[config.mk]
export PLATFORM = sky130hd
export DESIGN_NAME = multicycle_control
export DESIGN_NICKNAME = d
export VERILOG_FILES = /design/src/rtl/multicycle_control.sv
export SDC_FILE = /design/constraint.sdc
export NUM_CORES = 1
export LEC_CHECK = 0
export ABC_AREA = 1
export BUFFER_PORTS_ARGS = -buffer_cell sky130_fd_sc_hd__buf_2
export CORE_MARGIN = 2
export CORE_UTILIZATION = 45
export CTS_BUF_LIST = sky130_fd_sc_hd__clkbuf_8
export DETAILED_ROUTE_END_ITERATION = 8
export PLACE_DENSITY = 0.75
export SETUP_SLACK_MARGIN = 0.05
export SLEW_MARGIN = 20
export SYNTH_ARGS = -nofsm -noshare
export SYNTH_HDL_FRONTEND = slang
export SYNTH_SLANG_ARGS = --single-unit
[constraint.sdc]
create_clock -name clk -period 2 [get_ports clk]
set_input_delay 0 -clock clk [delete_from_list [all_inputs] [get_ports clk]]
set_output_delay 0 -clock clk [all_outputs]
set_load 0.02 [all_outputs]
[src/rtl/multicycle_control.sv]
// Multi-cycle LEGv8 main control FSM: sequences fetch/decode/execute/memory/writeback and drives AluOp plus datapath strobes.
// Optional `ILLEGAL_TRAP_EN` adds an Illegal output and a sticky TRAP state for unmatched opcodes.
module multicycle_control #(
    parameter int MEM_TIMEOUT = 15,
    parameter int CNT_W       = 4
) (
    input  logic        clk,
    input  logic        reset,
    input  logic [10:0] opcode,
    input  logic        Zero,
    input  logic        InstrReady,
    input  logic        MemReady,
    output logic [1:0]  AluOp,
    output logic        Reg2Loc,
    output logic        AluSrc,
    output logic        MemtoReg,
    output logic        RegWrite,
    output logic        MemRead,
    output logic        MemWrite,
    output logic        Branch,
    output logic        Uncond,
    output logic        PcWrite,
    output logic        IrWrite,
    output logic        MemTimeout
`ifdef ILLEGAL_TRAP_EN
    ,
    output logic        Illegal
`endif
);

    typedef enum logic [3:0] {
        S_FETCH,
        S_DECODE,
        S_EXEC_R,
        S_WB_R,
        S_ADDR,
        S_MEM_RD,
        S_WB_LD,
        S_MEM_WR,
        S_CBZ,
        S_BR
`ifdef ILLEGAL_TRAP_EN
        ,
        S_TRAP
`endif
    } state_t;

    localparam logic [10:0] OP_ADD  = 11'b10001011000;
    localparam logic [10:0] OP_SUB  = 11'b11001011000;
    localparam logic [10:0] OP_AND  = 11'b10001010000;
    localparam logic [10:0] OP_ORR  = 11'b10101010000;
    localparam logic [10:0] OP_LDUR = 11'b11111000010;
    localparam logic [10:0] OP_STUR = 11'b11111000000;
    localparam logic [CNT_W-1:0] CNT_LAST = CNT_W'(MEM_TIMEOUT - 1);

    state_t           state;
    logic [CNT_W-1:0] wait_cnt;

    logic is_rtype;
    logic is_mem;
    logic is_cbz;
    logic is_b;
    logic mem_state;
    logic timeout_hit;

    always_comb begin
        is_rtype = (opcode == OP_ADD) || (opcode == OP_SUB) ||
                   (opcode == OP_AND) || (opcode == OP_ORR);
        is_mem   = (opcode == OP_LDUR) || (opcode == OP_STUR);
        is_cbz   = (opcode[10:3] == 8'b10110100);
        is_b     = (opcode[10:5] == 6'b000101);
    end

    // MemReady has priority: the abort only fires on the last allowed cycle with no completion.
    assign mem_state   = (state == S_MEM_RD) || (state == S_MEM_WR);
    assign timeout_hit = mem_state && !MemReady && (wait_cnt == CNT_LAST);

    always_ff @(posedge clk or posedge reset) begin
        if (reset) begin
            state    <= S_FETCH;
            wait_cnt <= '0;
        end else begin
            case (state)
                S_FETCH: begin
                    if (InstrReady) state <= S_DECODE;
                end
                S_DECODE: begin
                    if (is_rtype)    state <= S_EXEC_R;
                    else if (is_mem) state <= S_ADDR;
                    else if (is_cbz) state <= S_CBZ;
                    else if (is_b)   state <= S_BR;
`ifdef ILLEGAL_TRAP_EN
                    else             state <= S_TRAP;
`else
                    else             state <= S_FETCH;
`endif
                end
                S_EXEC_R: state <= S_WB_R;
                S_WB_R:   state <= S_FETCH;
                S_ADDR: begin
                    state    <= (opcode == OP_LDUR) ? S_MEM_RD : S_MEM_WR;
                    wait_cnt <= '0;
                end
                S_MEM_RD, S_MEM_WR: begin
                    if (MemReady) begin
                        state    <= (state == S_MEM_RD) ? S_WB_LD : S_FETCH;
                        wait_cnt <= '0;
                    end else if (timeout_hit) begin
                        state    <= S_FETCH;
                        wait_cnt <= '0;
                    end else if (wait_cnt != CNT_LAST) begin
                        wait_cnt <= wait_cnt + 1'b1;
                    end
                end
                S_WB_LD: state <= S_FETCH;
                S_CBZ:   state <= S_FETCH;
                S_BR:    state <= S_FETCH;
`ifdef ILLEGAL_TRAP_EN
                S_TRAP:  state <= S_TRAP;
`endif
                default: state <= S_FETCH;
            endcase
        end
    end

    // Gating on reset keeps every strobe low while reset is held, including the InstrReady-driven ones.
    always_comb begin
        AluOp      = 2'b00;
        Reg2Loc    = 1'b0;
        AluSrc     = 1'b0;
        MemtoReg   = 1'b0;
        RegWrite   = 1'b0;
        MemRead    = 1'b0;
        MemWrite   = 1'b0;
        Branch     = 1'b0;
        Uncond     = 1'b0;
        PcWrite    = 1'b0;
        IrWrite    = 1'b0;
        MemTimeout = 1'b0;
`ifdef ILLEGAL_TRAP_EN
        Illegal    = 1'b0;
`endif
        if (!reset) begin
            case (state)
                S_FETCH: begin
                    IrWrite = InstrReady;
                    PcWrite = InstrReady;
                end
                S_EXEC_R: AluOp = 2'b10;
                S_WB_R: begin
                    AluOp    = 2'b10;
                    RegWrite = 1'b1;
                end
                S_ADDR: AluSrc = 1'b1;
                S_MEM_RD: begin
                    AluSrc     = 1'b1;
                    MemRead    = 1'b1;
                    MemTimeout = timeout_hit;
                end
                S_MEM_WR: begin
                    AluSrc     = 1'b1;
                    Reg2Loc    = 1'b1;
                    MemWrite   = 1'b1;
                    MemTimeout = timeout_hit;
                end
                S_WB_LD: begin
                    RegWrite = 1'b1;
                    MemtoReg = 1'b1;
                    AluSrc   = 1'b1;
                end
                S_CBZ: begin
                    AluOp   = 2'b01;
                    Reg2Loc = 1'b1;
                    Branch  = 1'b1;
                    PcWrite = Zero;
                end
                S_BR: begin
                    Uncond  = 1'b1;
                    PcWrite = 1'b1;
                end
`ifdef ILLEGAL_TRAP_EN
                S_TRAP: Illegal = 1'b1;
`endif
                default: ;
            endcase
        end
    end

endmodule

==> results.txt <==
Pleak = 0.0005497 uW
Logic pwr share = 45.2%
grt ovf = 0
chip width = 46.74 microns
clock skew = 0.002284 ns
crit path launch type = register
total placed cells including tap cells = 185
# Max-Cap Violations = 0
Starting Density = 47.61%
Synth Area in XOR/XNOR = 0%
hold depth = 4
Vias/cell = 4.672
postcts setup bufs = 0
PortBufs = 28
clock network power share = 22.5%
initial antenna violation count = 0
hold crit path type = primary input to register
Achievable Freq = 0.6833 GHz
Synth Area in Adders = 3.044%
1st-pass router iterations = 4
ANT cells = 0
Cell Count, Final, Fillers Out = 189
Post-synth EDFFs = 0
Die H = 46.74 microns
simple-gate share of the synthesized area = 55.71%
CTS sink count = 8
clock insertion delay at the later pin of the skew report = 0.23 ns
reg2reg path depth = 8
share of layout cells above drive strength 1 = 31.71%
Slew @ Worst Pin = 0.3261 ns
Worst-path clk slew = 0.04 ns
r2r setup slk = 0.75 ns
via count = 883
data arrival time of the worst path = 1.46 ns
CTS tree = yes
Fill cells = 173
Critical Path Sink Type = primary output
Syn Nets = 152
synth unique cells = 25
# rows = 15
r2r endpoint = state[0]
slew margin rel. = 78.23%
sequential share of power = 32.3%
Top Metal Used = met4
first-pass GRT wire length = 2718 microns
number of top-level pins = 29
switching power = 364.3 uW
crit path kind = register to primary output
post-synth top area share = 24.35%
largest area contributor in the netlist = dfrtp_1
Avg Cell Area, Syn = 6.135 sq um
WP data required = 2.00 ns
Ys Warns = 0
M1 WL = 786 microns
Internal = 495.0 uW
top post-synthesis cells by area = dfrtp_1, nand2_1, nor2_1, nand3_1, inv_1
clock buffer depth = 2
hold slack final = 0.1290 ns
routed len/inst = 8.937 microns
setup tns final = 0 ns
Place WS = 0.7432 ns
WL final = 1689 microns
post-synthesis compound-gate area fraction = 6.849%
cells resized by post-CTS repair = 0
fin crit period = 1.463 ns
worst reg2reg startpoint = wait_cnt[0]
TritonCTS buffer count = 3
DPL Wire Length = 1442 microns
Synth Flop Type = dfrtp_1
final number of hold-violating endpoints = 0
vias in the first global route = 729
mapped cell area = 822.0 sq um
area of the multi-input gates = 539.3 sq um
Max Transition Viols Final = 0
Layout Nets = 184
CP startpoint = state[1]
Pwr Density = 831.4 mW/mm^2
post-synthesis sequential area ratio = 24.35%
antenna viol nets, final = 0
Placeable Area = 0.001727 sq mm
status = finished clean
Worst setup endpoint = PcWrite
fin crit share = 73.17%
RSZ-0062 raised after global routing = false
CP Max Fanout = 7
drt drc = 0
Reg area = 200.2 sq um
Post-Syn Instances = 134
Area after DPL = 982.2 sq um
1st-iter DRT viols = 9
clock root buffer = clkbuf_8
Finished Cell Area = 0.001033 sq mm
Layout Area Growth over Synthesis = 25.72%
number of H-tree levels = 1
mux cell area share after synthesis = 0%
top-count cell post-synth = nand2_1
fraction of registers with async set/reset = 100.0%
RePlAce Congestion = 0.7961
top post-synthesis cells by count = nand2_1, nor2_1, inv_1, nand3_1, dfrtp_1
met3 WL = 96 microns
setup violators final = 0
Net Sw Frac = 42.40%
total track usage = 17.73%
number of synthesized register bits = 8
largest net degree at the start of global routing = 12
Final WS setup = 0.5365 ns
met2 WL = 761 microns
largest family of logic cells by synthesized area = simple AND/OR/NAND/NOR gates
worst vdd ir = 0.4298 mV
die area = 0.002185 sq mm
power groups by stage:
stage	logic, uW	registers, uW	clock network [uW]
2_1_floorplan	312	268	0
3_3_place_gp	382	278	0
3_5_place_dp	392	280	0
4_1_cts	395	278	199
5_1_grt	443	288	210
6_report	388	278	193
per-stage QoR:
| stage | util, % | power, uW |
|---|---|---|
| after floorplan | - | 579.5 |
| after CTS | 59.86 | 871.7 |
| after global placement | 56.88 | 659.9 |
| final | 59.86 | 859.3 |
| after detailed placement | 56.88 | 672.0 |
| after global routing | 59.86 | 940.6 |
cells in the final DEF, fill, tap and decap left out, drive strengths merged, types with 2 or more instances in the layout:
master	count
nand2	38
clkbuf	3
ha	2
inv	19
buf	28
a21oi	5
nand4	2
o21ai	3
nand3	14
dfrtp	8
nor2	32
nor3	5
routing by layer:
| layer | track usage (%) | vias up |
|---|---|---|
| li1 | - | 482 |
| met1 | 22.49 | 367 |
| met2 | 28.06 | 29 |
| met3 | 3.077 | 5 |
| met4 | 11.11 | 0 |
| met5 | 0 | - |
registers in the layout, indices dropped and copies added (netlist names):
signal	flops
state	4
wait_cnt	4
worst max-delay path, stage by stage (launching register included):
cell and delay, ns:
dfrtp_1 0.44, nor2_1 0.23, nand3_1 0.12, nor2_1 0.17
nand2_1 0.07, nand2_1 0.06, buf_2 0.15
logic make-up after synthesis:
kind of cell / after synthesis
and+or+nand+nor: 94
buffers and inverters: 21
DFF: 8
AOI/OAI and AO/OA: 9
adders and majority gates: 2
area by class of cell:
cell class / count / share of cell area [%]
clock buffer: 3 / 3.995
tap: 25 / 3.027
sequential: 8 / 19.37
multi-input combinational: 105 / 52.18
inverter: 19 / 6.901
timing repair buffer: 29 / 14.53
repair_timing:
item                       4_1_cts  5_1_grt
hold endpoints to repair         8        0
setup endpoints to repair        0        0
hold buffers                     1        0
worst min-delay path by stage:
| stage | from | endpoint |
|---|---|---|
| CTS | opcode[4] | state[2] |
| floorplan | reset | state[0] |
| finish | opcode[4] | state[2] |
| detailed placement | reset | wait_cnt[3] |
| global route | opcode[4] | state[2] |
| global placement | reset | wait_cnt[3] |
(Power assumes the default switching activity.)
